==> src/rtl/ring_pkg.sv <==
// Shared types for the ring phase tracker: FSM states, ring sample classes.
package ring_pkg;

  localparam int unsigned RING_W_DEF = 8;

  typedef enum logic [1:0] {
    IDLE   = 2'd0,
    SYNC   = 2'd1,
    LOCKED = 2'd2,
    FAULT  = 2'd3
  } state_e;

  typedef enum logic [1:0] {
    ZERO   = 2'd0,
    ONEHOT = 2'd1,
    MULTI  = 2'd2
  } ring_cls_e;

  // Collapse the encoder flags into a single sample class.
  function automatic ring_cls_e classify(input logic is_zero, input logic is_onehot);
    if (is_zero) begin
      return ZERO;
    end
    if (is_onehot) begin
      return ONEHOT;
    end
    return MULTI;
  endfunction

endpackage

==> src/rtl/ring_phase_tracker_onehot_encoder.sv <==
// Combinational one-hot detector and binary position encoder for the ring vector.
module onehot_encoder #(
  parameter  int unsigned RING_W = 8,
  localparam int unsigned PH_W   = $clog2(RING_W)
) (
  input  logic [0:RING_W-1] ring_i,
  output logic              is_zero_o,
  output logic              is_onehot_o,
  output logic [PH_W-1:0]   pos_o
);

  localparam int unsigned CNT_W = PH_W + 1;

  logic [CNT_W-1:0] ones;

  // Count set bits and OR together their indices; pos is exact only when one bit is set.
  always_comb begin
    ones  = '0;
    pos_o = '0;
    for (int i = 0; i < int'(RING_W); i++) begin
      if (ring_i[i]) begin
        ones  = ones + CNT_W'(1);
        pos_o = pos_o | PH_W'(i);
      end
    end
    is_zero_o   = (ones == '0);
    is_onehot_o = (ones == CNT_W'(1));
  end

endmodule

==> src/rtl/ring_phase_tracker.sv <==
// Tracks a one-hot ring counter: encodes phase, checks rotation, counts laps, flags faults.
module ring_phase_tracker
  import ring_pkg::*;
#(
  parameter  int unsigned RING_W   = RING_W_DEF,
  parameter  int unsigned LOCK_LEN = 4,
  parameter  int unsigned LAP_W    = 8,
  localparam int unsigned PH_W     = $clog2(RING_W)
) (
  input  logic              clock,
  input  logic              reset,
  input  logic [0:RING_W-1] ring_in,
  input  logic              clear_err,
  output logic [PH_W-1:0]   phase,
  output logic              phase_valid,
  output logic              lap_tick,
  output logic [LAP_W-1:0]  lap_count,
  output logic              locked,
  output logic              err_onehot,
  output logic              err_seq
);

  localparam int unsigned SYNC_W = 4;

  state_e            state_q, state_d;
  logic [PH_W-1:0]   phase_q, phase_d;
  logic [PH_W-1:0]   prev_pos_q, prev_pos_d;
  logic [SYNC_W-1:0] sync_cnt_q, sync_cnt_d;
  logic [LAP_W-1:0]  lap_count_q, lap_count_d;
  logic              lap_tick_q, lap_tick_d;
  logic              locked_q, locked_d;
  logic              valid_q, valid_d;
  logic              err_onehot_q, err_onehot_d;
  logic              err_seq_q, err_seq_d;

  logic              is_zero;
  logic              is_onehot;
  logic [PH_W-1:0]   pos;
  ring_cls_e         cls;
  logic              adv;
  logic              restart;
  logic              wrap;
  logic              set_onehot_err;
  logic              set_seq_err;

  onehot_encoder #(
    .RING_W (RING_W)
  ) u_enc (
    .ring_i      (ring_in),
    .is_zero_o   (is_zero),
    .is_onehot_o (is_onehot),
    .pos_o       (pos)
  );

  // Sample classification and move relative to the last good position.
  always_comb begin
    cls     = classify(is_zero, is_onehot);
    adv     = (pos == PH_W'(prev_pos_q + PH_W'(1)));
    restart = (pos == '0) && !adv;
    wrap    = (prev_pos_q == PH_W'(RING_W - 1));
  end

  // Next-state, counters and sticky flags.
  always_comb begin
    state_d        = state_q;
    phase_d        = phase_q;
    prev_pos_d     = prev_pos_q;
    sync_cnt_d     = sync_cnt_q;
    lap_count_d    = lap_count_q;
    lap_tick_d     = 1'b0;
    set_onehot_err = 1'b0;
    set_seq_err    = 1'b0;

    case (state_q)
      IDLE: begin
        if (cls == ONEHOT) begin
          state_d    = SYNC;
          sync_cnt_d = '0;
        end
      end
      SYNC: begin
        case (cls)
          ONEHOT: begin
            if (adv) begin
              sync_cnt_d = sync_cnt_q + SYNC_W'(1);
              if (sync_cnt_d == SYNC_W'(LOCK_LEN)) begin
                state_d = LOCKED;
              end
            end else begin
              sync_cnt_d = '0;
            end
          end
          ZERO: begin
            state_d = IDLE;
          end
          default: begin
            set_onehot_err = 1'b1;
            state_d        = IDLE;
          end
        endcase
      end
      LOCKED: begin
        if (cls == ONEHOT) begin
          if (adv) begin
            if (wrap) begin
              lap_tick_d = 1'b1;
              if (lap_count_q != '1) begin
                lap_count_d = lap_count_q + LAP_W'(1);
              end
            end
          end else if (restart) begin
            state_d    = SYNC;
            sync_cnt_d = '0;
          end else begin
            set_seq_err = 1'b1;
            state_d     = FAULT;
          end
        end else begin
          set_onehot_err = 1'b1;
          state_d        = FAULT;
        end
      end
      default: begin
        if (clear_err) begin
          state_d     = IDLE;
          lap_count_d = '0;
        end
      end
    endcase

    // A sample that faults the tracker is not trusted, so phase keeps the last good position.
    if ((cls == ONEHOT) && (state_q != FAULT) && (state_d != FAULT)) begin
      phase_d    = pos;
      prev_pos_d = pos;
    end

    // A new error in the same cycle as clear_err keeps its flag set.
    err_onehot_d = (err_onehot_q & ~clear_err) | set_onehot_err;
    err_seq_d    = (err_seq_q & ~clear_err) | set_seq_err;

    locked_d = (state_d == LOCKED);
    valid_d  = (state_d == LOCKED);
  end

  // State and output registers.
  always_ff @(posedge clock or posedge reset) begin
    if (reset) begin
      state_q      <= IDLE;
      phase_q      <= '0;
      prev_pos_q   <= '0;
      sync_cnt_q   <= '0;
      lap_count_q  <= '0;
      lap_tick_q   <= 1'b0;
      locked_q     <= 1'b0;
      valid_q      <= 1'b0;
      err_onehot_q <= 1'b0;
      err_seq_q    <= 1'b0;
    end else begin
      state_q      <= state_d;
      phase_q      <= phase_d;
      prev_pos_q   <= prev_pos_d;
      sync_cnt_q   <= sync_cnt_d;
      lap_count_q  <= lap_count_d;
      lap_tick_q   <= lap_tick_d;
      locked_q     <= locked_d;
      valid_q      <= valid_d;
      err_onehot_q <= err_onehot_d;
      err_seq_q    <= err_seq_d;
    end
  end

  assign phase       = phase_q;
  assign phase_valid = valid_q;
  assign lap_tick    = lap_tick_q;
  assign lap_count   = lap_count_q;
  assign locked      = locked_q;
  assign err_onehot  = err_onehot_q;
  assign err_seq     = err_seq_q;

endmodule

==> config.mk <==
export PLATFORM = sky130hd
export DESIGN_NAME = ring_phase_tracker
export DESIGN_NICKNAME = d
export VERILOG_FILES = /design/src/rtl/ring_pkg.sv /design/src/rtl/ring_phase_tracker_onehot_encoder.sv /design/src/rtl/ring_phase_tracker.sv
export SDC_FILE = /design/constraint.sdc
export NUM_CORES = 1
export LEC_CHECK = 0
export ABC_AREA = 0
export CORE_MARGIN = 10
export CORE_UTILIZATION = 40
export CTS_CLUSTER_SIZE = 20
export DETAILED_ROUTE_END_ITERATION = 6
export HOLD_SLACK_MARGIN = 0.02
export PLACE_DENSITY = 0.58
export SYNTH_ARGS = -nofsm -noshare
export SYNTH_HDL_FRONTEND = slang
export SYNTH_HIERARCHICAL = 1
export SYNTH_SLANG_ARGS = --single-unit
==> constraint.sdc <==
create_clock -name clock -period 3.68 [get_ports clock]
set_clock_uncertainty 0.05 [all_clocks]
set_input_delay 0.736 -clock clock [delete_from_list [all_inputs] [get_ports clock]]
set_output_delay 0.736 -clock clock [all_outputs]
set_load 0.02 [all_outputs]
==> results.md, run 1 <==
- DIE WIDTH: 91.23 µm
- Netlist Area Pre-Place: between 0.002 and 0.0025 mm²
- Crit Reg-Reg Startpoint: prev_pos_q[0]
- DRC Markers: 0
- Clock insertion delay at the later pin of the skew report: 0.27 ns
- Depth of the worst register-to-register path: 8
- Count of maximum capacitance violations: 0
- Starting DRT DRC Count: 138
- Synthesized instance count: between 200 and 250
- Final hold viol count: 0
- Distinct cells, synth: 63
- Power consumption: between 1.5 and 2 mW
- Syn_nets: 258
- Post-route fraction of the period consumed by the critical path: 1.489
- Post-Place Cells: ~370
- Count of final max-slew check failures: 0
- Worst slew margin: 0.4733
- Full die area: 0.008323 mm²
- Arrival @ worst endpoint: roughly 5.6 ns
- Total length of routed wires: approximately 5.8 mm
- Average size of a mapped cell: ~9 µm²
- TritonCTS clock tree: yes
- Vias in the first global route: ~2000
- Via total after detailed routing: roughly 2100
- Maximum VDD drop: roughly 0.4 mV
- Synth cell count leaders: nand2_1 (24), dfrtp_1 (21), ha_1 (16), inv_1 (14), nor2_1 (14)
- Average detailed-routed wire length per instance: 14.78 µm
- CORE AREA: 0.004817 mm²
- Setup slack, reg-to-reg: 0.81 ns
- Standard-cell rows: 25
- Maximum buffer depth of the clock tree: 2
- Status: complete, but fails checks
- Largest stage delay on the critical path: ~0.32 ns
- Final number of setup-violating endpoints: 21
- Number of routed nets with antenna violations: 0
- Overflow left after global routing: 0
- Highest clock rate: between 0.15 and 0.2 GHz
- Peak fanout along the critical path: 4
- Placer Congestion: a little over 0.8
- Number of levels in the clock H-tree: 1
- Critical R2R Capture: prev_pos_q[0]
- Antenna violations before repair: 0
- Number of top-level pins: 27
- Clock tree root buffer cell: clkbuf_8
- Routed via count divided by cell count: ~5.4
- Type of origin of the critical path: input pin
- Area growth from synthesis to layout: 57.71%
- Count of input and output buffers: 26
- Number of flops mapped to enable cells by yosys: 0
- Worst setup slack after layout: -1.801 ns
- Clock buffer count from CTS: 3
- Leak Pwr: roughly 1.4 nW
- Total number of yosys warnings: 6
- Effective utilization at floorplan: 0.4213
- Global-route usage over all layers: 0.1342
- Sink Count: 21
- Startpoint of the most critical setup path: ring_in[0]
- Dominant register cell in the synthesized netlist: dfrtp_1
- Area share of the largest cell type after synthesis: 0.2589
- Endpoint required time on the critical path: 3.78 ns
- Number of flip-flops and latches in the synthesized netlist: 21
- Violated checks: setup timing
- Most common cell on crit path: ha_4
- Slowest CP cell: mux2_4
- Number of detailed-routing iterations run before antenna repair: 4
- Die boundary height: approximately 91 µm
- Global-route wire length before repair: 9.604 mm
- Pwr Density: between 400 and 500 mW/mm²
- Antenna diode count: 0
- Top cells by area, synth: dfrtp_1 (26%), ha_1 (9.9%), nand2_1 (4.4%)
- Sequential area share after synthesis: 0.2589
- Hold crit path type: register to register
- Maximum number of pins on one net before global-route repair: 22
- Type of element capturing the critical path: register
- Cell type contributing the most total cell area after synthesis: dfrtp_1
- Final net count: 350
- Finished Layout Cells: a little under 400
- Fraction of final layout cells sized beyond drive strength 1: 0.4161
- Setup repair after global routing missed its margin: true
- Hpwl dp: ~4.2 mm
- Filler cell count: between 400 and 500
- Clock slew seen by the registers of the worst setup and hold paths: 0.08 ns
- Slew @ Worst Pin: 0.7892 ns
- Worst setup path endpoint: prev_pos_q[0]
- Share of flip-flops with an asynchronous set or reset: 1.000
- Worst setup slack before clock tree synthesis: -2.510 ns
- Crit Path Class: input pin to register
- Top-count cell post-synth: nand2_1
- Final critical-path required period: 5.481 ns
[registers in the layout, indices dropped and copies added, names as in the netlist]
register / flops
err_onehot: 1
lap_count: 8
phase_valid: 1
prev_pos_q: 3
sync_cnt_q: 4
lap_tick: 1
err_seq: 1
state_q: 2
[repair_timing]
item	in CTS	in global routing
hold buffers	0	0
setup buffers	17	7
gates resized for setup	41	20
setup endpoints to repair	21	21
cloned	0	0
pin swaps	23	19
[routing by layer]
| layer | track usage | part of all wire | vias up |
|---|---|---|---|
| met3 | 0.02469 | 0.044 | 4 |
| li1 | - | - | 1045 |
| met4 | 0.04178 | 0.012 | 0 |
| met1 | 0.1764 | 0.46 | 990 |
| met2 | 0.2166 | 0.49 | 49 |
| met5 | 0 | 0 | - |
[cells by family after synthesis]
family,count (synthesis),share of synthesized area
flops,21,0.2589
xor+xnor,17,0.09926
compound gates,60,0.2250
simple gates,88,0.2349
mux,7,0.03822
fa+ha+maj,16,0.09864
buf+inv,22,0.04501
[layout by cell type (no fill, tap or decap), types with 4 or more instances in the layout]
cell type,instances
a21oi_2,5
buf_4,61
buf_6,9
clkdlybuf4s50_1,23
dfrtp_1,21
ha_1,11
ha_4,4
inv_1,11
mux2_4,6
nand2_1,22
nand2b_1,5
nand3_1,8
nor2_1,12
o211ai_1,4
o21ai_1,10
xnor2_1,6
xor2_1,6
[worst min path at each step]
stage | cells past startpoint | endpoint | slack (ns) | from
floorplan | 1 | sync_cnt_q[0] | 0.48 | sync_cnt_q[0]
global placement | 1 | prev_pos_q[1] | 0.46 | prev_pos_q[1]
detailed placement | 1 | prev_pos_q[1] | 0.47 | prev_pos_q[1]
CTS | 2 | err_onehot | 0.48 | err_onehot
global route | 2 | err_onehot | 0.50 | err_onehot
finish | 2 | err_onehot | 0.48 | err_onehot
[report_power, final]
part / switching [mW] / total, mW / leakage (nW) / internal [mW]
logic: 0.482 / 1.07 / 1.07 / 0.583
registers: 0.0384 / 0.296 / 0.278 / 0.257
clock network: 0.0782 / 0.154 / 0.0255 / 0.0756
[stage by stage]
stage	hold slack, ns	cell area (µm²)	setup TNS (ns)	util
4_1_cts	0.4847	3087	-32.98	0.6408
3_5_place_dp	0.4658	2826	-47.22	0.5868
6_report	0.4788	3201	-33.03	0.6644
3_3_place_gp	0.4612	2826	-45.58	0.5868
2_1_floorplan	0.4769	2150	-29.19	-
5_1_grt	0.5048	3201	-36.87	0.6644
[area by class of cell]
type | count | area, µm² | share of cell area
tap | 67 | 83.83 | 0.02619
multi-input combinational | 188 | 1663 | 0.5195
timing repair buffer | 95 | 814.5 | 0.2545
clock buffer | 3 | 41.29 | 0.01290
sequential | 21 | 525.5 | 0.1642
inverter | 14 | 67.56 | 0.02111
clock inverter | 1 | 5.005 | 0.001564
[worst max-delay path, delay by kind of cell]
kind	cells	cell delay [ns]
adders and majority gates	6	1.43
and+or+nand+nor	4	0.75
AOI/OAI and AO/OA	7	1.05
xor gates and xnor gates	2	0.29
muxes	3	0.89
buffers and inverters	5	0.41
Note: power is estimated with default switching activity, not from simulation.
==> run 2: changes to the inputs <==
--- a/config.mk
+++ b/config.mk
@@ -7,11 +7,12 @@
 export LEC_CHECK = 0
 export ABC_AREA = 0
 export CORE_MARGIN = 10
-export CORE_UTILIZATION = 40
+export CORE_UTILIZATION = 50
 export CTS_CLUSTER_SIZE = 20
 export DETAILED_ROUTE_END_ITERATION = 6
+export GPL_TIMING_DRIVEN = 1
 export HOLD_SLACK_MARGIN = 0.02
-export PLACE_DENSITY = 0.58
+export PLACE_DENSITY = 0.73
 export SYNTH_ARGS = -nofsm -noshare
 export SYNTH_HDL_FRONTEND = slang
 export SYNTH_HIERARCHICAL = 1
==> constraint.sdc (replaced) <==
create_clock -name clock -period 4.65 [get_ports clock]
set_clock_uncertainty 0.05 [all_clocks]
set_input_delay 0.93 -clock clock [delete_from_list [all_inputs] [get_ports clock]]
set_output_delay 0.93 -clock clock [all_outputs]
set_load 0.02 [all_outputs]
==> results.md, run 2 (synthesis gave the netlist of run 1 again) <==
- Worst setup slack after layout: -1.041 ns (was -1.801 ns)
- Leak Pwr: 1.291 nW (was 1.371 nW)
- Sequential group share of total power: 0.200 (was 0.195)
- Maximum buffer depth of the clock tree: 2 (unchanged)
- DIE WIDTH: 83.71 µm (was 91.23 µm)
- Number of top-level pins: 27 (unchanged)
- Post-Place Cells: 338 (was 366)
- Effective utilization at floorplan: 0.5110 (was 0.4213)
- Number of levels in the clock H-tree: 1 (unchanged)
- Worst slew margin: 0.4455 (was 0.4733)
- Highest clock rate: about 0.18 GHz
- Sink Count: 21 (unchanged)
- Setup repair after global routing missed its margin: true (unchanged)
- TritonCTS clock tree: yes (unchanged)
- Maximum number of pins on one net before global-route repair: 22 (unchanged)
- Violated checks: setup timing (unchanged)
- Total length of routed wires: 5.558 mm (was 5.750 mm)
- Hpwl dp: 4.098 mm (was 4.231 mm)
- Clock buffer count from CTS: 3 (unchanged)
- Max reg flops: 8 (unchanged)
- Antenna violations before repair: 0 (unchanged)
- Global-route wire length before repair: 9.459 mm (was 9.604 mm)
- Number of detailed-routing iterations run before antenna repair: 4 (unchanged)
- Final net count: 334 (was 350)
- Global-route usage over all layers: 0.1563 (was 0.1342)
- Post-route fraction of the period consumed by the critical path: 1.224
- Arrival @ worst endpoint: 5.83 ns (was 5.58 ns)
- Clock insertion delay at the later pin of the skew report: 0.27 ns (about the same)
- Endpoint required time on the critical path: 4.79 ns (was 3.78 ns)
- Hold crit path type: register to register (unchanged)
- Total net switching power: 0.4638 mW (was 0.5988 mW)
- Vias in the first global route: 1982 (was 2047)
- Placer Congestion: 0.8469 (was 0.8212)
- Die boundary height: 83.71 µm (was 91.23 µm)
- Clock tree root buffer cell: clkbuf_8 (unchanged)
- Routed via count divided by cell count: 5.697 (was 5.368)
- DRC Markers: 0 (unchanged)
- Finished Layout Cells: 356 (was 389)
- Count of maximum capacitance violations: 0 (unchanged)
- CORE AREA: 0.003971 mm² (was 0.004817 mm²)
- Number of routed nets with antenna violations: 0 (unchanged)
- Area growth from synthesis to layout: 49.38% (was 57.71%)
- Antenna diode count: 0 (unchanged)
- Status: complete, but fails checks (unchanged)
- Type of element capturing the critical path: register (unchanged)
- Count of input and output buffers: 26 (unchanged)
- Fraction of power consumed by combinational cells: 0.695 (was 0.703)
- Fraction of final layout cells sized beyond drive strength 1: 0.3758 (was 0.4161)
- Power consumption: 1.174 mW (was 1.515 mW)
- Highest-count cells in the layout ignoring fill and taps: buf_4 (49), clkdlybuf4s50_1 (23), nand2_1 (21), dfrtp_1 (21), nor2_1 (13) (was buf_4 (61), clkdlybuf4s50_1 (23), nand2_1 (22))
- Starting DRT DRC Count: 195 (was 138)
- Standard-cell rows: 23 (was 25)
- Hold Buf Count CTS: 0 (unchanged)
- Filler cell count: 273 (was 434)
- Slew @ Worst Pin: 0.8308 ns (was 0.7892 ns)
- Internal power summed over all cells: 0.7103 mW (was 0.9161 mW)
- Proportion of total power due to net switching: 0.3950 (was 0.3953)
- Clock slew seen by the registers of the worst setup and hold paths: 0.08 ns (about the same)
- Crit Path Class: input pin to register (unchanged)
- Full die area: 0.007007 mm² (was 0.008323 mm²)
- Most common library cell in the layout ignoring fill and taps: buf_4 (unchanged)
- Type of origin of the critical path: input pin (unchanged)
- Final critical-path required period: about 5.7 ns
- Part of the total power dissipated in the clock network: 0.104 (was 0.101)
- Peak fanout along the critical path: 5 (was 4)
- Via total after detailed routing: 2028 (was 2088)
- Final hold viol count: 0 (unchanged)
- Average detailed-routed wire length per instance: 15.61 µm (was 14.78 µm)
- Final number of setup-violating endpoints: 21 (unchanged)
- Overflow left after global routing: 0 (unchanged)
- Worst setup slack before clock tree synthesis: -1.701 ns (was -2.510 ns)
- Pwr Density: 387.3 mW/mm² (was 473.3 mW/mm²)
- Maximum VDD drop: 0.3779 mV (was 0.3885 mV)
- Count of final max-slew check failures: 0 (unchanged)
==> run 2: cell count changes in the layout (fill, tap and decap cells not counted), sizes merged <==
cell / change
buf: -16
clkbuf: +1
clkinv: -1
==> run 2: path summary, 6_finish.rpt <==
kind / startpoint / to / slack (ns) / depth (start not counted)
max: ring_in[0] / sync_cnt_q[2] / -1.04 / 26
min: err_seq / err_seq / 0.51 / 2
min in group asynchronous: reset / err_seq / 1.08 / 2
max reg2reg: prev_pos_q[0] / prev_pos_q[2] / 1.69 / 8
min reg2reg: err_seq / err_seq / 0.51 / 2
max in group asynchronous: reset / state_q[1] / 2.96 / 2
==> run 2: what timing repair did <==
action,4_1_cts,5_1_grt
setup endpoints to repair,21,21
resized for setup,29,24
setup buffers,11,6
pin swaps,18,22
==> run 2: routing by layer <==
| layer | part of all wire | wire length (µm) | vias to the layer above | GRT usage |
|---|---|---|---|---|
| met5 | 0 | 0 | - | 0 |
| met4 | 0.014 | 78 | 0 | 0.05327 |
| met3 | 0.048 | 266 | 6 | 0.03027 |
| met2 | 0.47 | 2605 | 48 | 0.2369 |
| met1 | 0.47 | 2608 | 966 | 0.2135 |
| li1 | - | - | 1008 | - |
==> run 2: power by group through the flow <==
stage                     Combinational, mW  Clock, mW  Sequential [mW]
after floorplan                       0.406          0            0.251
after global placement                0.628          0            0.236
after detailed placement              0.641          0            0.236
after CTS                             0.735      0.125            0.234
after global routing                  0.890      0.130            0.238
final                                 0.817      0.122            0.235
==> run 2: area by class of cell <==
cell class	instances	area [µm²]	share of cell area
Multi-Input combinational cell	188	1652	0.5448
Timing Repair Buffer	79	679.4	0.2241
Sequential cell	21	525.5	0.1733
Inverter	14	67.56	0.02229
Tap cell	50	62.56	0.02064
Clock buffer	4	45.04	0.01486
==> run 2: worst max-delay path: stages <==
cell      delay [ns]
buf_12          0.09
inv_12          0.03
ha_4            0.22
xor2_1          0.14
ha_1            0.31
mux2_4          0.29
ha_4            0.27
inv_2           0.03
a21oi_2         0.10
ha_1            0.26
nor2b_2         0.14
a21oi_2         0.05
or2_4           0.27
ha_4            0.24
mux2_4          0.29
ha_4            0.21
nand2b_4        0.12
o32a_1          0.19
nor3b_2         0.24
buf_4           0.15
nand2b_4        0.06
or4_4           0.43
o21ai_4         0.18
o221ai_4        0.15
or2_1           0.28
o21ai_1         0.14
==> run 2: metrics by stage <==
stage	hold slack (ns)	utilization	TNS [ns]	area (µm²)
2_1_floorplan	0.4769	-	-12.89	2150
3_3_place_gp	0.4767	0.6856	-28.90	2723
4_1_cts	0.5028	0.7360	-16.09	2923
6_report	0.5056	0.7634	-15.48	3032
3_5_place_dp	0.4721	0.6856	-30.09	2723
5_1_grt	0.5302	0.7634	-19.63	3032
==> run 3: changes to the inputs <==
--- a/config.mk
+++ b/config.mk
@@ -12,7 +12,9 @@
 export DETAILED_ROUTE_END_ITERATION = 6
 export GPL_TIMING_DRIVEN = 1
 export HOLD_SLACK_MARGIN = 0.02
+export MAX_ROUTING_LAYER = met4
 export PLACE_DENSITY = 0.73
+export SLEW_MARGIN = 30
 export SYNTH_ARGS = -nofsm -noshare
 export SYNTH_HDL_FRONTEND = slang
 export SYNTH_HIERARCHICAL = 1
==> results.md, run 3 (synthesis gave the netlist of run 1 again) <==
- Worst slew margin: 0.4413 (was 0.4455)
- Sink Count: 21 (unchanged)
- CORE AREA: 0.003971 mm² (unchanged)
- Final number of setup-violating endpoints: 21 (unchanged)
- Die boundary height: 83.71 µm (unchanged)
- Standard-cell rows: 23 (unchanged)
- Type of element capturing the critical path: register (unchanged)
- Leak Pwr: 1.291 nW (unchanged)
- Overflow left after global routing: 0 (unchanged)
- Top metal layer carrying routed signals: met4 (unchanged)
- Filler cell count: 273 (unchanged)
- Slew @ Worst Pin: 0.8372 ns (was 0.8308 ns)
- Vias in the first global route: 1981 (was 1982)
- Post-route fraction of the period consumed by the critical path: 1.225 (was 1.224)
- Maximum number of pins on one net before global-route repair: 22 (unchanged)
- Type of origin of the critical path: input pin (unchanged)
- Max reg flops: 8 (unchanged)
- Area growth from synthesis to layout: 49.38% (unchanged)
- Endpoint required time on the critical path: 4.79 ns (about the same)
- Total length of routed wires: 5.586 mm (was 5.558 mm)
- Total area of multi-input combinational cells: 0.001652 mm² (unchanged)
- Global-route usage over all layers: 0.1605 (was 0.1563)
- Count of final max-slew check failures: 0 (unchanged)
- Most common library cell in the layout ignoring fill and taps: buf_4 (unchanged)
- DIE WIDTH: 83.71 µm (unchanged)
- Proportion of total power due to net switching: 0.3950 (about the same)
- Worst setup slack after layout: -1.044 ns (was -1.041 ns)
- Fraction of power consumed by combinational cells: 0.695 (about the same)
- Count of input and output buffers: 26 (unchanged)
- Total net switching power: 0.4637 mW (was 0.4638 mW)
- TritonCTS clock tree: yes (unchanged)
- Effective utilization at floorplan: 0.5110 (unchanged)
- Crit Path Class: input pin to register (unchanged)
- Global-route wire length before repair: 9.466 mm (was 9.459 mm)
- Routed via count divided by cell count: 5.666 (was 5.697)
- Hpwl dp: 4.098 mm (unchanged)
- Violated checks: setup timing (unchanged)
- Area occupied by registers: 525.5 µm² (unchanged)
- Routed met2 length: 2.593 mm (was 2.605 mm)
- Maximum VDD drop: 0.3750 mV (was 0.3779 mV)
- Final core utilization: 0.7634 (unchanged)
- Internal power summed over all cells: 0.7102 mW (was 0.7103 mW)
- Clock buffer count from CTS: 3 (unchanged)
- Hold crit path type: register to register (unchanged)
- Average detailed-routed wire length per instance: 15.69 µm (was 15.61 µm)
- Clock tree root buffer cell: clkbuf_8 (unchanged)
- Placer Congestion: 0.8602 (was 0.8469)
- Arrival @ worst endpoint: 5.84 ns (was 5.83 ns)
- Worst hold slack: 0.5017 ns (was 0.5056 ns)
- DRC Markers: 0 (unchanged)
- Highest clock rate: 0.1756 GHz (was 0.1757 GHz)
- Number of routed nets with antenna violations: 0 (unchanged)
- Status: complete, but fails checks (unchanged)
- Final net count: 334 (unchanged)
- Pwr Density: 387.2 mW/mm² (was 387.3 mW/mm²)
- Power consumption: 1.174 mW (about the same)
- Number of levels in the clock H-tree: 1 (unchanged)
- Starting DRT DRC Count: 218 (was 195)
- Final hold viol count: 0 (unchanged)
- Part of the total power dissipated in the clock network: 0.104 (about the same)
- Final critical-path required period: 5.694 ns (was 5.691 ns)
- Highest-count cells in the layout ignoring fill and taps: buf_4 (49), clkdlybuf4s50_1 (23), nand2_1 (21), dfrtp_1 (21), nor2_1 (13) (unchanged)
- Hold Buf Count CTS: 0 (unchanged)
- Sequential group share of total power: 0.200 (about the same)
- Full die area: 0.007007 mm² (unchanged)
- Clock slew seen by the registers of the worst setup and hold paths: 0.07 ns (was 0.08 ns)
- Number of detailed-routing iterations run before antenna repair: 4 (unchanged)
- Routed met1 length: 2.739 mm (was 2.608 mm)
- Count of maximum capacitance violations: 0 (unchanged)
- Clock insertion delay at the later pin of the skew report: 0.27 ns (about the same)
- Setup repair after global routing missed its margin: true (unchanged)
- Number of top-level pins: 27 (unchanged)
- Maximum buffer depth of the clock tree: 2 (unchanged)
- Routed met3 length: 171 µm (was 266 µm)
- Antenna diode count: 0 (unchanged)
- Peak fanout along the critical path: 5 (unchanged)
- Via total after detailed routing: 2017 (was 2028)
- Antenna violations before repair: 0 (unchanged)
- Fraction of final layout cells sized beyond drive strength 1: 0.3758 (unchanged)
[run 3: timing repair]
action	4_1_cts	5_1_grt
setup buffers	11	6
endpoints found under the setup margin	21	21
pin swaps	18	22
gates resized for setup	29	24
[run 3: final timing paths]
kind                                    start       endpoint  slack (ns)  cells past startpoint
worst min-delay path                  err_seq        err_seq        0.50                      2
min in group asynchronous               reset   lap_count[5]        1.08                      2
worst max-delay path               ring_in[0]  sync_cnt_q[2]       -1.04                     26
max in group asynchronous               reset   lap_count[1]        2.96                      2
worst min register to register        err_seq        err_seq        0.50                      2
worst max register to register  prev_pos_q[0]  prev_pos_q[2]        1.69                      8
[run 3: metrics by stage]
| step | setup WS (ns) | instances | TNS (ns) | area (µm²) |
|---|---|---|---|---|
| final | -1.044 | 356 | -15.51 | 3032 |
| after global routing | -1.247 | 356 | -19.63 | 3032 |
| after CTS | -1.089 | 353 | -16.09 | 2923 |
| after detailed placement | -1.701 | 338 | -30.09 | 2723 |
| after global placement | -1.650 | 338 | -28.90 | 2723 |
| after floorplan | -0.9139 | 231 | -12.89 | 2150 |
[run 3: critical path, stage by stage]
cell and delay, ns:
buf_12 0.09, inv_12 0.03, ha_4 0.22, xor2_1 0.14, ha_1 0.31, mux2_4 0.29, ha_4 0.27, inv_2 0.03
a21oi_2 0.10, ha_1 0.26, nor2b_2 0.14, a21oi_2 0.05, or2_4 0.27, ha_4 0.24, mux2_4 0.29, ha_4 0.21
nand2b_4 0.12, o32a_1 0.19, nor3b_2 0.24, buf_4 0.15, nand2b_4 0.06, or4_4 0.43, o21ai_4 0.18, o221ai_4 0.15
or2_1 0.28, o21ai_1 0.14
[run 3: layout make-up]
type | count | area share
Sequential cell | 21 | 0.1733
Timing Repair Buffer | 79 | 0.2241
Multi-Input combinational cell | 188 | 0.5448
Clock buffer | 4 | 0.01486
Inverter | 14 | 0.02229
Tap cell | 50 | 0.02064
[run 3: per-layer routing]
layer | global-route usage | up-vias
li1 | - | 1013
met1 | 0.2169 | 964
met2 | 0.2369 | 35
met3 | 0.02441 | 5
met4 | 0.05327 | 0
met5 | - | -
[run 3: power by group through the flow]
stage	clock network [mW]	logic (mW)	registers [mW]
2_1_floorplan	0	0.406	0.251
3_3_place_gp	0	0.628	0.236
3_5_place_dp	0	0.641	0.236
4_1_cts	0.125	0.735	0.234
5_1_grt	0.130	0.889	0.238
6_report	0.122	0.816	0.235
